File: src/rtl/alu_pkg.sv
// Shared ALU_control codes, RV32I opcode/funct constants and the request-to-instruction encoder.
package alu_pkg;

  typedef enum logic [3:0] {
    ALU_ADD  = 4'b0000,
    ALU_SUB  = 4'b0001,
    ALU_AND  = 4'b0010,
    ALU_OR   = 4'b0011,
    ALU_XOR  = 4'b0100,
    ALU_SLL  = 4'b0101,
    ALU_SRL  = 4'b0110,
    ALU_SRA  = 4'b0111,
    ALU_SLT  = 4'b1000,
    ALU_SLTU = 4'b1001
  } alu_ctrl_e;

  localparam logic [6:0] OP_RTYPE = 7'b0110011;
  localparam logic [6:0] OP_ITYPE = 7'b0010011;

  localparam logic [2:0] F3_ADD_SUB = 3'b000;
  localparam logic [2:0] F3_SLL     = 3'b001;
  localparam logic [2:0] F3_SLT     = 3'b010;
  localparam logic [2:0] F3_SLTU    = 3'b011;
  localparam logic [2:0] F3_XOR     = 3'b100;
  localparam logic [2:0] F3_SRL_SRA = 3'b101;
  localparam logic [2:0] F3_OR      = 3'b110;
  localparam logic [2:0] F3_AND     = 3'b111;

  localparam logic [6:0] F7_BASE = 7'b0000000;
  localparam logic [6:0] F7_ALT  = 7'b0100000;

  typedef struct packed {
    logic        legal;
    logic [31:0] word;
  } enc_t;

  function automatic enc_t encode(input logic [3:0]  ctrl,
                                  input logic        is_imm,
                                  input logic [4:0]  rd,
                                  input logic [4:0]  rs1,
                                  input logic [4:0]  rs2,
                                  input logic [11:0] imm);
    enc_t        enc;
    logic [2:0]  f3;
    logic [6:0]  f7;
    logic [11:0] imm_f;
    enc       = '0;
    enc.legal = 1'b1;
    f3        = F3_ADD_SUB;
    f7        = F7_BASE;
    imm_f     = imm;
    case (ctrl)
      ALU_ADD:  f3 = F3_ADD_SUB;
      ALU_SUB: begin
        f3 = F3_ADD_SUB;
        f7 = F7_ALT;
        if (is_imm) enc.legal = 1'b0;  // there is no SUBI
      end
      ALU_AND:  f3 = F3_AND;
      ALU_OR:   f3 = F3_OR;
      ALU_XOR:  f3 = F3_XOR;
      ALU_SLL: begin
        f3    = F3_SLL;
        imm_f = {F7_BASE, imm[4:0]};
      end
      ALU_SRL: begin
        f3    = F3_SRL_SRA;
        imm_f = {F7_BASE, imm[4:0]};
      end
      ALU_SRA: begin
        f3    = F3_SRL_SRA;
        f7    = F7_ALT;
        imm_f = {F7_ALT, imm[4:0]};
      end
      ALU_SLT:  f3 = F3_SLT;
      ALU_SLTU: f3 = F3_SLTU;
      default:  enc.legal = 1'b0;
    endcase
    if (!enc.legal) begin
      enc.word = '0;
    end else if (is_imm) begin
      enc.word = {imm_f, rs1, f3, rd, OP_ITYPE};
    end else begin
      enc.word = {f7, rs2, rs1, f3, rd, OP_RTYPE};
    end
    return enc;
  endfunction

endpackage

File: src/rtl/sync_fifo.sv
// Single-clock FIFO with full/empty flags; head word is presented combinationally on o_data.
module sync_fifo #(
  parameter int unsigned Width = 32,
  parameter int unsigned Depth = 4
) (
  input  logic             clk,
  input  logic             rst_n,
  input  logic             i_push,
  input  logic [Width-1:0] i_data,
  input  logic             i_pop,
  output logic [Width-1:0] o_data,
  output logic             o_full,
  output logic             o_empty
);

  localparam int unsigned AW = $clog2(Depth);

  logic [Width-1:0] r_mem [Depth];
  logic [AW:0]      r_wr_ptr;
  logic [AW:0]      r_rd_ptr;
  logic             w_do_push;
  logic             w_do_pop;

  // Extra pointer MSB distinguishes full from empty when the indices match.
  assign o_empty   = (r_wr_ptr == r_rd_ptr);
  assign o_full    = (r_wr_ptr[AW] != r_rd_ptr[AW]) && (r_wr_ptr[AW-1:0] == r_rd_ptr[AW-1:0]);
  assign w_do_push = i_push && !o_full;
  assign w_do_pop  = i_pop && !o_empty;
  assign o_data    = r_mem[r_rd_ptr[AW-1:0]];

  always_ff @(posedge clk or negedge rst_n) begin
    if (!rst_n) begin
      r_wr_ptr <= '0;
      r_rd_ptr <= '0;
    end else begin
      if (w_do_push) r_wr_ptr <= r_wr_ptr + 1'b1;
      if (w_do_pop)  r_rd_ptr <= r_rd_ptr + 1'b1;
    end
  end

  always_ff @(posedge clk) begin
    if (w_do_push) r_mem[r_wr_ptr[AW-1:0]] <= i_data;
  end

endmodule

File: src/rtl/alu_instr_encoder.sv
// Encodes ALU requests into RV32I words, buffers them and streams them into instruction memory
// at auto-incrementing, wrapping byte addresses.
module alu_instr_encoder
  import alu_pkg::*;
#(
  parameter int unsigned FIFO_DEPTH = 4,
  parameter int unsigned IMEM_WORDS = 256,
  parameter int unsigned ADDR_W     = 32
) (
  input  logic              clk,
  input  logic              rst_n,
  input  logic              in_valid,
  output logic              in_ready,
  input  logic [3:0]        in_alu_ctrl,
  input  logic              in_is_imm,
  input  logic [4:0]        in_rd,
  input  logic [4:0]        in_rs1,
  input  logic [4:0]        in_rs2,
  input  logic [11:0]       in_imm,
  output logic              imem_we,
  input  logic              imem_ready,
  output logic [ADDR_W-1:0] imem_addr,
  output logic [31:0]       imem_wdata,
  input  logic              addr_load,
  input  logic [ADDR_W-1:0] addr_in,
  output logic              err_illegal,
  output logic [15:0]       words_written
);

  localparam logic [ADDR_W-1:0] LastAddr = ADDR_W'((IMEM_WORDS - 1) * 4);

  enc_t              w_enc;
  logic              w_accept;
  logic              w_push;
  logic              w_pop;
  logic              w_full;
  logic              w_empty;
  logic [31:0]       w_head;
  logic [ADDR_W-1:0] w_addr_nxt;

  logic [ADDR_W-1:0] r_addr;
  logic [31:0]       r_last_wdata;
  logic              r_err;
  logic [15:0]       r_count;

  assign w_enc    = encode(in_alu_ctrl, in_is_imm, in_rd, in_rs1, in_rs2, in_imm);
  assign in_ready = !w_full;
  assign w_accept = in_valid && in_ready;
  assign w_push   = w_accept && w_enc.legal;
  assign w_pop    = !w_empty && imem_ready;

  sync_fifo #(
    .Width(32),
    .Depth(FIFO_DEPTH)
  ) u_fifo (
    .clk    (clk),
    .rst_n  (rst_n),
    .i_push (w_push),
    .i_data (w_enc.word),
    .i_pop  (w_pop),
    .o_data (w_head),
    .o_full (w_full),
    .o_empty(w_empty)
  );

  // A load wins over the increment; a write on the same edge already used r_addr.
  always_comb begin
    w_addr_nxt = r_addr;
    if (addr_load) begin
      w_addr_nxt = addr_in;
    end else if (w_pop) begin
      w_addr_nxt = (r_addr == LastAddr) ? '0 : r_addr + ADDR_W'(4);
    end
  end

  always_ff @(posedge clk or negedge rst_n) begin
    if (!rst_n) begin
      r_addr       <= '0;
      r_last_wdata <= '0;
      r_err        <= 1'b0;
      r_count      <= '0;
    end else begin
      r_addr <= w_addr_nxt;
      r_err  <= w_accept && !w_enc.legal;
      if (w_pop) begin
        r_last_wdata <= w_head;
        if (r_count != 16'hFFFF) r_count <= r_count + 16'd1;
      end
    end
  end

  // With the FIFO empty the data bus keeps showing the last word written.
  assign imem_we       = !w_empty;
  assign imem_wdata    = w_empty ? r_last_wdata : w_head;
  assign imem_addr     = r_addr;
  assign err_illegal   = r_err;
  assign words_written = r_count;

endmodule
File: config.mk
export PLATFORM = sky130hd
export DESIGN_NAME = alu_instr_encoder
export DESIGN_NICKNAME = d
export VERILOG_FILES = /design/src/rtl/alu_pkg.sv /design/src/rtl/sync_fifo.sv /design/src/rtl/alu_instr_encoder.sv
export SDC_FILE = /design/constraint.sdc
export NUM_CORES = 1
export LEC_CHECK = 0
export BUFFER_PORTS_ARGS = -buffer_cell sky130_fd_sc_hd__buf_2
export CORE_ASPECT_RATIO = 1.75
export CORE_UTILIZATION = 60
export CTS_CLUSTER_SIZE = 24
export DETAILED_ROUTE_END_ITERATION = 6
export PLACE_DENSITY = 0.85
export SYNTH_ARGS = -nofsm -noshare
export SYNTH_HDL_FRONTEND = slang
export SYNTH_SLANG_ARGS = --single-unit
export TNS_END_PERCENT = 10
File: constraint.sdc
create_clock -name clk -period 3.45 [get_ports clk]
set_input_delay 0.345 -clock clk [delete_from_list [all_inputs] [get_ports clk]]
set_output_delay 0.345 -clock clk [all_outputs]
set_load 0.02 [all_outputs]
## Word-level counts from Yosys, hierarchy flattened

Memories as Yosys holds them, arrays and structs flattened.
Index checks and enable logic that the tools add are counted.

- Divide/modulo/power cells: 0
- Reduce and logical (&&, ||, !) cells: 17
- Mux-type cells: 13
- Multiply operators: 0
- Equality and inequality tests: 14
- Shift-type cells: 0
- Add/subtract/negate cells: 4
- Bitwise operators: 0
- Order comparisons: 0

Operators by type and width:

| cell | count |
|---|---|
| $mux 32 | 6 |
| $add 32x3->32 const B | 1 |
| $eq 32x10->1 const B | 1 |
| $pmux 12 s2 | 1 |
| $pmux 3 s7 | 1 |
| $add 16x1->16 const B | 1 |
| $eq 4x3->1 const B | 4 |
| $ne 16x16->1 const B | 1 |
| $reduce_or 9->1 | 1 |
| $eq 4x2->1 const B | 2 |
| $eq 4x4->1 const B | 2 |
| $logic_and 1x1->1 | 7 |
| $add 3x1->3 const B | 2 |
| $mux 6 | 1 |
| $reduce_or 2->1 | 3 |
| $eq 4x1->1 const B | 1 |
| $logic_not 4->1 | 1 |
| $eq 3x3->1 | 1 |
| $logic_not 1->1 | 3 |
| $mux 1 | 3 |
| $eq 2x2->1 | 1 |
| $pmux 1 s2 | 1 |
| $reduce_and 2->1 | 1 |
| $reduce_bool 2->1 | 1 |
| $ne 1x1->1 | 1 |

- Output and inout bits: 83
- Flip-flop bits (word level): 87
- Bits in latches: 0
- Input port bits: 69
- Bits in read-only memories: 0
- Memories: 1
- RAM bits: 128
- Word-level logic and storage cells: 55

Memories:

| memory | depth | bits a word | read ports | clocked after Yosys merged registers in | write ports | line | text |
|---|---|---|---|---|---|---|---|
| u_fifo.r_mem | 4 | 32 | 1 | 0 | 1 | sync_fifo.sv:18 | `logic [Width-1:0] r_mem [Depth];` |

## Depth between registers and ports, before layout

- Word-level depth: 8
- Depth in mapped cells: 8
- Mapped depth without buffers: 6

## Cells and area by module

A second synthesis with hierarchy kept.

- Cell total of the unflattened synthesis: 758
- Area total of the unflattened synthesis: 9836.9 µm²

Modules (own cells, without submodules):

| module | instances | cells each | area each (µm²) | sequential area each (µm²) |
|---|---|---|---|---|
| sync_fifo | 1 | 216 | 5077.4 | 3993.8 |
| alu_instr_encoder | 1 | 542 | 4759.6 | 2026.9 |

## Least setup slack after synthesis

OpenSTA, ideal clock, no wires.

- Kind: input to register
- From: in in_alu_ctrl[1]
- To: mem u_fifo.r_mem[3][10] (enable)
- Arrival: 1983 ps
- Stages on the path: 5
- Required time: 3062 ps
- Path slack: 1080 ps
- Cell sequence: clkbuf_1 -> or2_2 -> o21ai_1 -> nor2_1 -> and2_1

- Word-level cells in the longest chain between the ends: 7

RTL lines:

| what | line | text |
|---|---|---|
| start: declaration | alu_instr_encoder.sv:14 | `input logic [3:0] in_alu_ctrl,` |
| $eq 4x3->1 (tied with other cells) | alu_pkg.sv:52 | `case (ctrl)` |
| $reduce_or 9->1 (no source line) | n/a |  |
| $pmux 1 s2 * | alu_pkg.sv:52 |  |
| $logic_and 1x1->1 * | alu_instr_encoder.sv:49 | `assign w_push = w_accept && w_enc.legal;` |
| $logic_and 1x1->1 * | sync_fifo.sv:27 | `assign w_do_push = i_push && !o_full;` |
| $mux 1 * | sync_fifo.sv:42 | `if (w_do_push) r_mem[r_wr_ptr[AW-1:0]] <= i_data;` |
| $mux 1 (implied by the code) * | sync_fifo.sv:42 |  |
| end: declaration | sync_fifo.sv:18 |  |

Mark *: on every way between the ends. The rest lies on a longest branch, timed or not.

## Final worst setup path

- From: reg u_fifo.r_wr_ptr[1]
- To: out imem_wdata[4]

- Word-level cells in the longest chain between the ends: 2

RTL lines:

| what | line | text |
|---|---|---|
| start: declaration | sync_fifo.sv:19 | `logic [AW:0] r_wr_ptr;` |
| start signal: assignment | sync_fifo.sv:36 | `if (w_do_push) r_wr_ptr <= r_wr_ptr + 1'b1;` |
| $eq 3x3->1 | sync_fifo.sv:25 | `assign o_empty = (r_wr_ptr == r_rd_ptr);` |
| $mux 32 | alu_instr_encoder.sv:94 | `assign imem_wdata = w_empty ? r_last_wdata : w_head;` |
| end: declaration | alu_instr_encoder.sv:23 | `output logic [31:0] imem_wdata,` |

No other way between the ends.

==> metrics.txt <==
DRC violations left 0; Internal Power 5.24 mW; DP Worst Slack 0.709 ns; ANT cells 0; Final Hold Fails 0; Nets 910; fmax 340 MHz; startpoint types flop; CTS H-tree depth 4; cts hold-fix bufs 0; Die X 93.1 µm; Rows 57; Die ar. 15,000 µm²; largest family of logic cells by synthesized area simple AND/OR/NAND/NOR gates; met3 Use GR 3.95%; clock skew 0.0124 ns; Die H 161 µm; mux contribution to synthesized area 11.6%; Core ar. 14,000 µm²; fillers 896; Skew-Pair Late Insertion Delay 0.42 ns; clk slew on worst S/H paths 0.08 ns; Post-Syn Area 8710 µm²; CTS buffer count 17; initial antenna violation count 0; Worst EP required 3.11 ns; pwr dens 838 nW/µm²; CTS tree yes; Core Util, Final 72.7%; top post-synthesis cells by count nand2_1 (130), edfxtp_1 (108), dfrtp_1 (82); Reg2Reg Depth 6; peak supply drop 0.685 mV; GR Util met1 33.6%; cell accounting for the most synthesized area edfxtp_1; number of global-route vias before repair 6,485; leak pwr 4.23 nW; Post-Synth Adder-Cell Area 1.01%; Net Sw Frac 38.7%; run status complete, no violations; area share of the largest cell type after synthesis 37.2%; Post-Route Setup TNS 0 ns; DRT Pass-1 Iters 5; wire per inst 20.6 µm; Avg Cell Area, Syn 12.7 µm²; Starting Density 62.0%; compound-gate portion of the synthesized area 5.34%; root buffer cell clkbuf_16; CTS Buffer Depth 2; crit path DAT 2.60 ns; fin. max-slew vios 0; routing usage on met2 51.9%; Slew HR 26.9%; Top Usage Layer GRT met2; hold_ws 0.103 ns; RR Startpoint u_fifo.r_rd_ptr[1]; HPWL Detailed 14.3 mm; Yosys reg bits 190; RR Endpoint u_fifo.r_mem[0][4]; crit end category output port; Final ANT Viol Nets 0; Routed WL 21.1 mm; share of cells above drive strength 1 30.3%; xor/xnor share of the synthesized area 4.32%; gp weighted congestion 0.970; top post-synthesis cells by area edfxtp_1 (37%), dfrtp_1 (24%), mux4_2 (7.0%), nand2_1 (5.6%), mux2_2 (3.9%); Worst Path Max Fanout 19; vias per std cell 6.12; Cells after Synth 686; GRT Total Usage 29.2%; most common cell in the netlist nand2_1; vias post-DR 6,269; Synthesis Warnings 0; Synth Area in Simple Gates 14.6%; post-CTS setup buffers 0; area delta synth->final 17.2%; HP Class in2async; worst setup margin 0.508 ns; Combinational Power Share 40.0%; Final setup viols 0; CP Class reg2out; first-pass GRT wire length 32.9 mm; setup repair after global routing missed its margin false; Clk pwr share 21.7%; First DRT Iteration DRCs 438; sequential share of the synthesized area 60.8%; IO Pins 152; reported net switching power 3.31 mW; FFs w/ async S/R, synth 43.2%; worst-margin pin slew 1.10 ns; port bufs 148; largest net degree at the start of global routing 83; min cycle time layout 2.94 ns; Final Cycle Share 85.3%; max cap viols 0; Main synth FF type edfxtp_1; Overflow after GRT 0; post_cts resized 0; # clock sinks 190; R2R Setup Slk 0.62 ns; sequential power share 38.3%; Yosys cell types 53; number of synthesized flops with an enable pin 108
[layout by cell type, fill, tap and decap left out, types with 3 or more instances in the layout]
cell       instances
a21o_1             6
a21oi_1            9
a22oi_1            4
and2_1            20
and3_1             5
and4_1             5
buf_2            147
buf_4             12
clkbuf_16         17
conb_1             3
dfrtp_1           81
edfxtp_1         108
ha_1               7
inv_1             13
inv_6              4
inv_8              3
mux2_2            30
mux2i_1            6
mux4_2            27
nand2_1          130
nand3_1           18
nand4_1           18
nor2_1            22
nor3_1            15
nor3b_1            3
nor4_1             9
o21ai_0           30
o31ai_1            4
o41ai_1            3
or2_2              4
or4_1              5
xnor2_1           26
xor2_1            17
[per-stage QoR]
step | cells | cell area [µm²] | power (mW)
floorplan | 688 | 8720 | 5.63
global placement | 992 | 9660 | 6.55
detailed placement | 992 | 9660 | 6.72
CTS | 1024 | 10200 | 8.59
global route | 1024 | 10200 | 8.97
finish | 1024 | 10200 | 8.56
[state kept, by name, indices dropped and copies added, names as in the netlist]
register	cells
err_illegal	1
imem_addr	32
r_last_wdata	27
u_fifo.r_mem	108
u_fifo.r_rd_ptr	3
u_fifo.r_wr_ptr	3
words_written	16
[critical path: stages, from the launching register on]
cell and delay (ns):
dfrtp_1 0.46, xnor2_1 0.31, nand3_1 0.55, buf_12 0.39
mux2_2 0.30, buf_2 0.16
[kinds of logic after synthesis]
| kind of cell | after synthesis |
|---|---|
| compound gates | 72 |
| other cells | 1 |
| fa+ha+maj | 7 |
| simple gates | 263 |
| flops | 190 |
| buf+inv | 47 |
| xor+xnor | 43 |
| mux | 63 |
[worst max-delay path by stage]
stage	startpoint	end	slack [ns]	depth (start not counted)
floorplan	in_alu_ctrl[1]	u_fifo.r_mem[3][10]	1.08	5
CTS	u_fifo.r_wr_ptr[2]	imem_wdata[4]	0.47	5
finish	u_fifo.r_wr_ptr[1]	imem_wdata[4]	0.51	5
detailed placement	u_fifo.r_rd_ptr[1]	u_fifo.r_mem[0][16]	0.71	6
global route	u_fifo.r_wr_ptr[1]	imem_wdata[4]	0.36	5
global placement	u_fifo.r_rd_ptr[1]	u_fifo.r_mem[0][10]	0.87	6
[final cells by class]
cell class                 count  area [µm²]  share of cell area [%]
clock buffer                  18         429                    4.20
clock inverter                14         125                    1.23
inverter                      13        48.8                   0.478
multi-input combinational    451        3220                    31.6
sequential                   190        5300                    51.9
tap                          177         221                    2.17
timing repair buffer         161         866                    8.48
[power by group through the flow]
stage | clock, mW | combinational, mW | sequential (mW)
final | 1.86 | 3.42 | 3.28
after global routing | 1.97 | 3.68 | 3.32
after CTS | 1.88 | 3.44 | 3.27
after detailed placement | 0 | 3.41 | 3.31
after global placement | 0 | 3.30 | 3.26
after floorplan | 0 | 2.31 | 3.32
[layer usage]
| layer | wire (µm) | vias up |
|---|---|---|
| met5 | 0 | - |
| met4 | 816 | 0 |
| met3 | 1250 | 60 |
| met2 | 11500 | 326 |
| met1 | 7570 | 3087 |
| li1 | - | 2796 |
Note: power is estimated with default switching activity, not from simulation.
